**src/rtl/ctrl_pipe.sv**
```systemverilog
// rtl/ctrl_pipe.sv - RV32I decode/control stage: ID/EX register, load-use detect, halt drain FSM
module ctrl_pipe #(
  parameter int unsigned DRAIN_CYCLES    = 4,
  parameter bit          HALT_ON_ILLEGAL = 1'b1
) (
  input  logic        i_clk,
  input  logic        i_rst,
  input  logic        i_valid,
  input  logic [31:0] i_inst,
  input  logic        i_trap,
  input  logic        i_stall,
  input  logic        i_flush,
  input  logic [4:0]  i_ex_rd,
  input  logic        i_ex_memread,
  output logic        o_hazard_stall,
  output logic        o_valid,
  output logic [5:0]  o_inst_format,
  output logic        o_RegWrite,
  output logic        o_ALUSrc1,
  output logic        o_ALUSrc2,
  output logic        o_lui,
  output logic        o_MemtoReg,
  output logic        o_Jump,
  output logic        o_Branch,
  output logic [1:0]  o_ALUop,
  output logic        o_dmem_ren,
  output logic        o_dmem_wen,
  output logic [3:0]  o_dmem_mask,
  output logic [4:0]  o_rs1,
  output logic [4:0]  o_rs2,
  output logic [4:0]  o_rd,
  output logic        o_halt_tag,
  output logic        o_illegal,
  output logic        o_retire_halt
);

  localparam logic [6:0] OP_R      = 7'b0110011;
  localparam logic [6:0] OP_IALU   = 7'b0010011;
  localparam logic [6:0] OP_LOAD   = 7'b0000011;
  localparam logic [6:0] OP_STORE  = 7'b0100011;
  localparam logic [6:0] OP_BRANCH = 7'b1100011;
  localparam logic [6:0] OP_LUI    = 7'b0110111;
  localparam logic [6:0] OP_AUIPC  = 7'b0010111;
  localparam logic [6:0] OP_JAL    = 7'b1101111;
  localparam logic [6:0] OP_JALR   = 7'b1100111;
  localparam logic [6:0] OP_SYSTEM = 7'b1110011;

  localparam logic [5:0] FMT_R = 6'b000001;
  localparam logic [5:0] FMT_I = 6'b000010;
  localparam logic [5:0] FMT_S = 6'b000100;
  localparam logic [5:0] FMT_B = 6'b001000;
  localparam logic [5:0] FMT_U = 6'b010000;
  localparam logic [5:0] FMT_J = 6'b100000;

  localparam logic [31:0] EBREAK     = 32'h00100073;
  localparam logic [3:0]  DRAIN_LOAD = 4'(DRAIN_CYCLES);

  typedef enum logic [1:0] {
    ST_RUN    = 2'd0,
    ST_DRAIN  = 2'd1,
    ST_HALTED = 2'd2
  } state_t;

  typedef struct packed {
    logic [5:0] fmt;
    logic       reg_write;
    logic       alu_src1;
    logic       alu_src2;
    logic       lui;
    logic       mem_to_reg;
    logic       jump;
    logic       branch;
    logic [1:0] alu_op;
    logic       dmem_ren;
    logic       dmem_wen;
    logic [3:0] dmem_mask;
  } ctrl_t;

  typedef struct packed {
    logic       valid;
    ctrl_t      ctrl;
    logic [4:0] rs1;
    logic [4:0] rs2;
    logic [4:0] rd;
    logic       halt_tag;
    logic       illegal;
  } idex_t;

  state_t     state_q, state_d;
  logic [3:0] cnt_q, cnt_d;
  idex_t      idex_q, idex_d;

  ctrl_t      dec_ctrl;
  logic       dec_legal;
  logic       uses_rs1;
  logic       uses_rs2;
  logic [6:0] opcode;
  logic [2:0] funct3;
  logic [4:0] rs1;
  logic [4:0] rs2;
  logic [4:0] rd;
  logic       is_ebreak;
  logic       hazard;
  logic       squash_illegal;
  logic       halting;

  assign opcode    = i_inst[6:0];
  assign funct3    = i_inst[14:12];
  assign rs1       = i_inst[19:15];
  assign rs2       = i_inst[24:20];
  assign rd        = i_inst[11:7];
  assign is_ebreak = (i_inst == EBREAK);

  always_comb begin
    dec_ctrl  = '0;
    dec_legal = 1'b0;
    uses_rs1  = 1'b0;
    uses_rs2  = 1'b0;
    case (opcode)
      OP_R: begin
        dec_legal          = 1'b1;
        dec_ctrl.fmt       = FMT_R;
        dec_ctrl.reg_write = 1'b1;
        dec_ctrl.alu_op    = 2'b00;
        uses_rs1           = 1'b1;
        uses_rs2           = 1'b1;
      end
      OP_IALU: begin
        dec_legal          = 1'b1;
        dec_ctrl.fmt       = FMT_I;
        dec_ctrl.reg_write = 1'b1;
        dec_ctrl.alu_src2  = 1'b1;
        dec_ctrl.alu_op    = 2'b01;
        uses_rs1           = 1'b1;
      end
      OP_LOAD: begin
        dec_ctrl.fmt        = FMT_I;
        dec_ctrl.reg_write  = 1'b1;
        dec_ctrl.alu_src2   = 1'b1;
        dec_ctrl.mem_to_reg = 1'b1;
        dec_ctrl.dmem_ren   = 1'b1;
        dec_ctrl.alu_op     = 2'b10;
        uses_rs1            = 1'b1;
        case (funct3)
          3'b000, 3'b100: begin dec_legal = 1'b1; dec_ctrl.dmem_mask = 4'b0001; end
          3'b001, 3'b101: begin dec_legal = 1'b1; dec_ctrl.dmem_mask = 4'b0011; end
          3'b010:         begin dec_legal = 1'b1; dec_ctrl.dmem_mask = 4'b1111; end
          default:        dec_legal = 1'b0;
        endcase
      end
      OP_STORE: begin
        dec_ctrl.fmt      = FMT_S;
        dec_ctrl.alu_src2 = 1'b1;
        dec_ctrl.dmem_wen = 1'b1;
        dec_ctrl.alu_op   = 2'b10;
        uses_rs1          = 1'b1;
        uses_rs2          = 1'b1;
        case (funct3)
          3'b000:  begin dec_legal = 1'b1; dec_ctrl.dmem_mask = 4'b0001; end
          3'b001:  begin dec_legal = 1'b1; dec_ctrl.dmem_mask = 4'b0011; end
          3'b010:  begin dec_legal = 1'b1; dec_ctrl.dmem_mask = 4'b1111; end
          default: dec_legal = 1'b0;
        endcase
      end
      OP_BRANCH: begin
        dec_legal       = 1'b1;
        dec_ctrl.fmt    = FMT_B;
        dec_ctrl.branch = 1'b1;
        dec_ctrl.alu_op = 2'b11;
        uses_rs1        = 1'b1;
        uses_rs2        = 1'b1;
      end
      OP_LUI: begin
        dec_legal          = 1'b1;
        dec_ctrl.fmt       = FMT_U;
        dec_ctrl.reg_write = 1'b1;
        dec_ctrl.alu_src2  = 1'b1;
        dec_ctrl.lui       = 1'b1;
        dec_ctrl.alu_op    = 2'b10;
      end
      OP_AUIPC: begin
        dec_legal          = 1'b1;
        dec_ctrl.fmt       = FMT_U;
        dec_ctrl.reg_write = 1'b1;
        dec_ctrl.alu_src1  = 1'b1;
        dec_ctrl.alu_src2  = 1'b1;
        dec_ctrl.alu_op    = 2'b10;
      end
      OP_JAL: begin
        dec_legal          = 1'b1;
        dec_ctrl.fmt       = FMT_J;
        dec_ctrl.reg_write = 1'b1;
        dec_ctrl.alu_src1  = 1'b1;
        dec_ctrl.alu_src2  = 1'b1;
        dec_ctrl.jump      = 1'b1;
        dec_ctrl.alu_op    = 2'b10;
      end
      OP_JALR: begin
        dec_legal          = 1'b1;
        dec_ctrl.fmt       = FMT_I;
        dec_ctrl.reg_write = 1'b1;
        dec_ctrl.alu_src2  = 1'b1;
        dec_ctrl.jump      = 1'b1;
        dec_ctrl.alu_op    = 2'b10;
        uses_rs1           = 1'b1;
      end
      OP_SYSTEM: begin
        dec_legal    = is_ebreak;
        dec_ctrl.fmt = FMT_I;
      end
      default: dec_legal = 1'b0;
    endcase
    // An illegal encoding carries no control; its register fields still pass through
    if (!dec_legal) dec_ctrl = '0;
  end

  assign hazard = i_valid && (state_q == ST_RUN) && i_ex_memread && (i_ex_rd != 5'd0) &&
                  ((uses_rs1 && (rs1 == i_ex_rd)) || (uses_rs2 && (rs2 == i_ex_rd)));
  assign squash_illegal = i_valid && !dec_legal && !HALT_ON_ILLEGAL;
  assign halting        = i_valid && (is_ebreak || i_trap || (!dec_legal && HALT_ON_ILLEGAL));

  always_comb begin
    state_d = state_q;
    cnt_d   = cnt_q;
    idex_d  = '0;
    if (i_stall) begin
      idex_d = idex_q;
    end else begin
      case (state_q)
        ST_RUN: begin
          if (!i_flush && !hazard && i_valid) begin
            if (squash_illegal) begin
              idex_d.illegal = 1'b1;
            end else begin
              idex_d.valid = 1'b1;
              idex_d.ctrl  = dec_ctrl;
              idex_d.rs1   = rs1;
              idex_d.rs2   = rs2;
              idex_d.rd    = rd;
              if (halting) begin
                idex_d.halt_tag       = 1'b1;
                idex_d.ctrl.reg_write = 1'b0;
                idex_d.ctrl.dmem_ren  = 1'b0;
                idex_d.ctrl.dmem_wen  = 1'b0;
                state_d               = ST_DRAIN;
                cnt_d                 = DRAIN_LOAD;
              end
            end
          end
        end
        ST_DRAIN: begin
          cnt_d = cnt_q - 4'd1;
          if (cnt_q == 4'd1) state_d = ST_HALTED;
        end
        ST_HALTED: state_d = ST_HALTED;
        default:   state_d = ST_RUN;
      endcase
    end
  end

  always_ff @(posedge i_clk) begin
    if (i_rst) begin
      state_q <= ST_RUN;
      cnt_q   <= '0;
      idex_q  <= '0;
    end else begin
      state_q <= state_d;
      cnt_q   <= cnt_d;
      idex_q  <= idex_d;
    end
  end

  assign o_hazard_stall = hazard;
  assign o_valid        = idex_q.valid;
  assign o_inst_format  = idex_q.ctrl.fmt;
  assign o_RegWrite     = idex_q.ctrl.reg_write;
  assign o_ALUSrc1      = idex_q.ctrl.alu_src1;
  assign o_ALUSrc2      = idex_q.ctrl.alu_src2;
  assign o_lui          = idex_q.ctrl.lui;
  assign o_MemtoReg     = idex_q.ctrl.mem_to_reg;
  assign o_Jump         = idex_q.ctrl.jump;
  assign o_Branch       = idex_q.ctrl.branch;
  assign o_ALUop        = idex_q.ctrl.alu_op;
  assign o_dmem_ren     = idex_q.ctrl.dmem_ren;
  assign o_dmem_wen     = idex_q.ctrl.dmem_wen;
  assign o_dmem_mask    = idex_q.ctrl.dmem_mask;
  assign o_rs1          = idex_q.rs1;
  assign o_rs2          = idex_q.rs2;
  assign o_rd           = idex_q.rd;
  assign o_halt_tag     = idex_q.halt_tag;
  assign o_illegal      = idex_q.illegal;
  assign o_retire_halt  = (state_q == ST_HALTED);

endmodule

```
**config.mk**
```make
export PLATFORM = sky130hd
export DESIGN_NAME = ctrl_pipe
export DESIGN_NICKNAME = d
export VERILOG_FILES = /design/src/rtl/ctrl_pipe.sv
export SDC_FILE = /design/constraint.sdc
export NUM_CORES = 1
export LEC_CHECK = 0
export CAP_MARGIN = 20
export CORE_MARGIN = 4
export CORE_UTILIZATION = 56
export DETAILED_ROUTE_END_ITERATION = 8
export DONT_BUFFER_PORTS = 1
export PLACE_DENSITY = 0.76
export SKIP_LAST_GASP = 1
export SYNTH_ARGS = -nofsm -noshare
export SYNTH_HDL_FRONTEND = slang
export SYNTH_SLANG_ARGS = --single-unit
```
**constraint.sdc**
```tcl
create_clock -name i_clk -period 2.6 [get_ports i_clk]
set_input_delay 0.52 -clock i_clk [delete_from_list [all_inputs] [get_ports i_clk]]
set_output_delay 0.52 -clock i_clk [all_outputs]
set_load 0.01 [all_outputs]
```
# Yosys cells after proc, flatten, opt, wreduce, memory -nomap -nowiden
# Index checks and enable logic that the tools add are counted.
# word_totals
register_bits,45
elab_cells,111
in_bits,44
out_inout_bits,41
# classes
n_reduce_logical,35
addsub,1
n_eq_ne,23
bitwise,1
n_mux,31
# ops
operator,n
39-bit two-way mux,2
6-bit one-hot mux with 6 select lines,1
32-bit by 21-bit == test with 1-bit output (second input constant),1
7-bit == test (second input constant),4
4-bit one-hot mux with 3 select lines,2
7-bit by 6-bit == test with 1-bit output (second input constant),3
21-bit two-way mux,1
7-bit OR reduction,3
4-bit one-hot mux with 2 select lines,2
7-bit by 5-bit == test with 1-bit output (second input constant),2
1-bit two-way mux,14
2-bit one-hot mux with 3 select lines,2
6-bit OR reduction,2
5-bit == test,2
2-bit OR reduction,5
1-bit logical AND,9
2-bit two-way mux,4
4-bit two-way mux,2
4-bit AND reduction,2
7-bit by 2-bit == test with 1-bit output (second input constant),1
3-bit == test (second input constant),2
3-bit OR reduction,2
5-bit nonzero test,1
5-bit OR reduction,1
16 further kinds,21

# Logic depth before layout (Yosys ltp)
# logic_depth
ltp_word,11
mapped_depth,9
ltp_nobuf,8

# Worst setup path before layout
# OpenSTA, ideal clock, no wires.
# synth_timing
path_kind,input-to-reg
startpoint,input port i_inst[2]
endpoint,"register idex_q, in the netlist o_dmem_mask[2]"
path_slack_ns,-0.010
t_arrival_ns,2.493
path_stages,9
path_cell_list,buf_6 or3_1 a211o_1 a2111oi_4 o21ai_2 and4_1 buf_6 nor2b_4 a32o_1
# synth_between
elab_chain_len,11
elab_cells_between_ends,28
classes_between,11 x eq/ne; 7 x mux; 10 x reduce/logical
# synth_lines
element,line_no,rtl
from (decl),9,"input logic [31:0] i_inst,"
7-bit == test (tied with other cells),119,case (opcode)
6-bit OR reduction (no line) or 3-bit OR reduction (tied branches),-,
1-bit two-way mux,119,
1-bit logical AND,218,((uses_rs1 && (rs1 == i_ex_rd)) || (uses_rs2 && (rs2 == i_ex_rd)));
1-bit logical OR,218,
1-bit logical AND,217,assign hazard = i_valid && (state_q == ST_RUN) && i_ex_memread && (i_ex_rd != 5'd0) &&
1-bit logical NOT,231,if (!i_flush && !hazard && i_valid) begin
1-bit logical AND (2 in a row),231,
39-bit two-way mux *,231,
39-bit two-way mux *,229,case (state_q)
to (signal assigned),269,idex_q <= idex_d;
to (decl),91,"idex_t idex_q, idex_d;"
# Every way passes the cells marked *; elsewhere a longest branch is shown, timed or not.
# A chain may end at the register's enable or synchronous reset.

# Worst setup path in the final report
# layout_timing
startpoint,input port i_ex_rd[1]
endpoint,register cnt_q[1]
# layout_between
elab_chain_len,9
elab_cells_between_ends,13
classes_between,3 x eq/ne; 10 x reduce/logical
# layout_lines
element,line_no,rtl
from (decl),13,"input logic [4:0] i_ex_rd,"
5-bit == test,218,
1-bit logical AND,218,
1-bit logical OR,218,
1-bit logical AND *,217,
1-bit logical NOT *,231,
1-bit logical AND * (2 in a row),231,
2-bit by 1-bit != test with 1-bit output (no line) *,-,
4-bit AND reduction (no line) *,-,
to (signal assigned),268,cnt_q <= cnt_d;
to (decl),90,"logic [3:0] cnt_q, cnt_d;"
# Marks and branches as above.

==> results_dict.tcl <==
set metrics [dict create \
    core_mm2 0.00372 \
    ys_ff_latch 43 \
    cts_hold_buffers 0 \
    avgSynthCellArea_um2 8.57 \
    synth_edf_count 0 \
    portBuffers 0 \
    final_common_cell "dfxtp_1" \
    globalRouteOverflowTotal 0 \
    dieWidth_um 70.3 \
    start_util_pct 58.6 \
    maxCapViolations 0 \
    async_reset_ff_share_pct 0 \
    syn2layout_area_growth_pct 6.04 \
    cts.sinks 43 \
    antenna_found_initial 0 \
    track_usage_pct 22.3 \
    finalSetupTns_ns 0 \
    crit_type "in -> reg" \
    die-area_mm2 0.00495 \
    hold_path_class "in -> reg" \
    mostFrequentLayoutCells "dfxtp_1 (43), nand2_1 (31), nor2_1 (27)" \
    yosysTopAreaCellShare_pct 39.6 \
    required_ns 2.82 \
    cpPeakStageDelay_ns 0.63 \
    cts-root-buf "clkbuf_8" \
    grt_pass1_vias 1775 \
    synth_cells 254 \
    critical_path.top_delay_family "simple AND/OR/NAND/NOR gates" \
    worstPathArrival_ns 2.43 \
    relSlewSlack_pct 62.0 \
    multiInputGateArea_mm2 0.00120 \
    ys.flop_type "dfxtp_1" \
    path_clk_slew_ns 0.09 \
    drtPass1Iterations 4 \
    ys_warn_count 0 \
    final_antenna_net_count 0 \
    clock.fmax_ghz 0.452 \
    power_density_mw_per_mm2 647 \
    fin_nets 297 \
    numCtsBuffers 5 \
    status "finished, final reports clean" \
    diodes 0 \
    setup_violations 0 \
    clock_path_buffers 2 \
    clk_latency_ns 0.30 \
    post_cts_buffers 0 \
    die_y_um 70.3 \
    cp-end-kind "flip-flop" \
    post-route-min-period_ns 2.21 \
    slew_violations 0 \
    rows 22 \
    ir_drop_mv 0.292 \
    cts_tree "yes" \
    cp_max_fo 6 \
    path_buf_inv 0 \
    timing.hold.ws_ns 0.282 \
    num_vias 1843 \
    fillerInstances 351 \
    synth_area_mm2 0.00218 \
    ios 85 \
    critPathLaunchType "primary input" \
    yosysSeqAreaShare_pct 39.6 \
    finalHoldViolations 0 \
    vias_per_cell 6.23 \
    fin_crit_sh_pct 85.2 \
    grt_start_max_net_pins 29 \
    cts-htree-levels 2 \
    seqCellArea_um2 861 \
    drt_iter0_drc 123 \
    worstMarginPinSlew_ns 0.568 \
    gp_congestion 0.854 \
    dp_hpwl_um 4060 \
    drive_above_1_share_pct 6.85 \
    crit_chain "or4_1 -> o2111ai_1 -> nand2_1 -> o21ai_2 -> a31oi_1 -> or4b_2 -> o31ai_1" \
    ys_top_cells_by_area "dfxtp_1 (40%), a22oi_1 (5.9%), nand2_1 (5.3%)" \
    wirelength_um 5270 \
    grt_pass1_wl_um 8850 \
    skew_ns 0.00817 \
    ys_types 50 \
    synth_area_leader_cell "dfxtp_1" \
    drc 0 \
    synth_fp_nets 304 \
    cts_resized 0 \
    p_leak_nw 0.847 \
    cp_slowest_cell "or4b_2" \
    rsz0062_at_grt "false" \
    wl_per_cell_um 17.8 \
]
## metrics by stage
step	power [W]	instances	setup slack [ns]	util, %	cell area, um2
CTS	0.00150	296	0.418	62.1	2310
floorplan	0.000873	254	0.0260	-	2180
global placement	0.000884	288	0.0303	58.4	2170
finish	0.00149	296	0.385	62.1	2310
global route	0.00155	296	0.289	62.1	2310
detailed placement	0.000889	288	0.111	58.4	2170
## metal layers
| metal | share of wire (%) | routed length, um | GRT usage, % | vias up |
|---|---|---|---|---|
| met1 | 42 | 2230 | 28.5 | 855 |
| met5 | 0 | 0 | 0 | - |
| met4 | 2.1 | 111 | 8.72 | 0 |
| met2 | 44 | 2300 | 32.3 | 81 |
| met3 | 12 | 626 | 10.5 | 7 |
| li1 | - | - | - | 900 |
## area by class of cell
cell class	count	share of cell area [%]
inverters	8	1.30
flip-flops and latches	43	37.3
clock inverters	3	2.93
well taps	48	2.60
multi-input cells	186	51.9
clock buffers	5	2.98
repair buffers	3	0.976
## Yosys cell counts (2+ instances only)
cell       n
buf_6      2
a21oi_1   10
nor3_1     3
nand2_1   31
o211a_1    2
nor4_1     5
ha_1       6
a22o_1     7
a22oi_1   17
o21bai_1   2
a221oi_1   2
a32o_1     4
buf_4      2
or3_1      2
mux2i_1    2
nand4_1    3
inv_1      8
o21ai_0    8
dfxtp_1   43
o31ai_1    4
xnor2_1    5
and2_1     4
nor2_1    27
nand3_1    9
nor2b_1    4
clkbuf_1  12
xor2_1     6
nand4b_1   2
## final timing paths
| path | startpoint | endpoint | slack, ns | cells after the start |
|---|---|---|---|---|
| setup / recovery | i_ex_rd[1] | cnt_q[1] | 0.39 | 7 |
| hold / removal | i_rst | o_halt_tag | 0.28 | 1 |
| setup reg to reg | state_q[0] | cnt_q[1] | 0.52 | 8 |
| hold reg to reg | state_q[1] | state_q[1] | 0.49 | 2 |
## registers in the layout, indices dropped and copies added (netlist names), 2 cells and up
register       count
o_inst_format      6
o_ALUop            2
o_dmem_mask        3
o_rd               5
o_rs1              5
state_q            2
o_rs2              5
cnt_q              4
## cell families (layout without fill, tap and decap cells)
| kind of cell | Yosys count | after routing | share of synthesized area (%) |
|---|---|---|---|
| buffers and inverters | 25 | 19 | 5.40 |
| and+or+nand+nor | 102 | 102 | 23.6 |
| xor gates and xnor gates | 11 | 11 | 4.43 |
| DFF | 43 | 43 | 39.6 |
| AOI/OAI and AO/OA | 64 | 64 | 22.4 |
| muxes | 2 | 2 | 0.920 |
| other | 1 | 1 | 0.172 |
| adders and majority gates | 6 | 6 | 3.45 |
## power breakdown
group          internal, W  switching [W]  leakage [nW]
clock network     0.000383       0.000237        0.0644
logic            0.0000738      0.0000958         0.435
registers         0.000681      0.0000236         0.348
total              0.00114       0.000356         0.847
No activity file was read; power rests on OpenSTA's default activity.
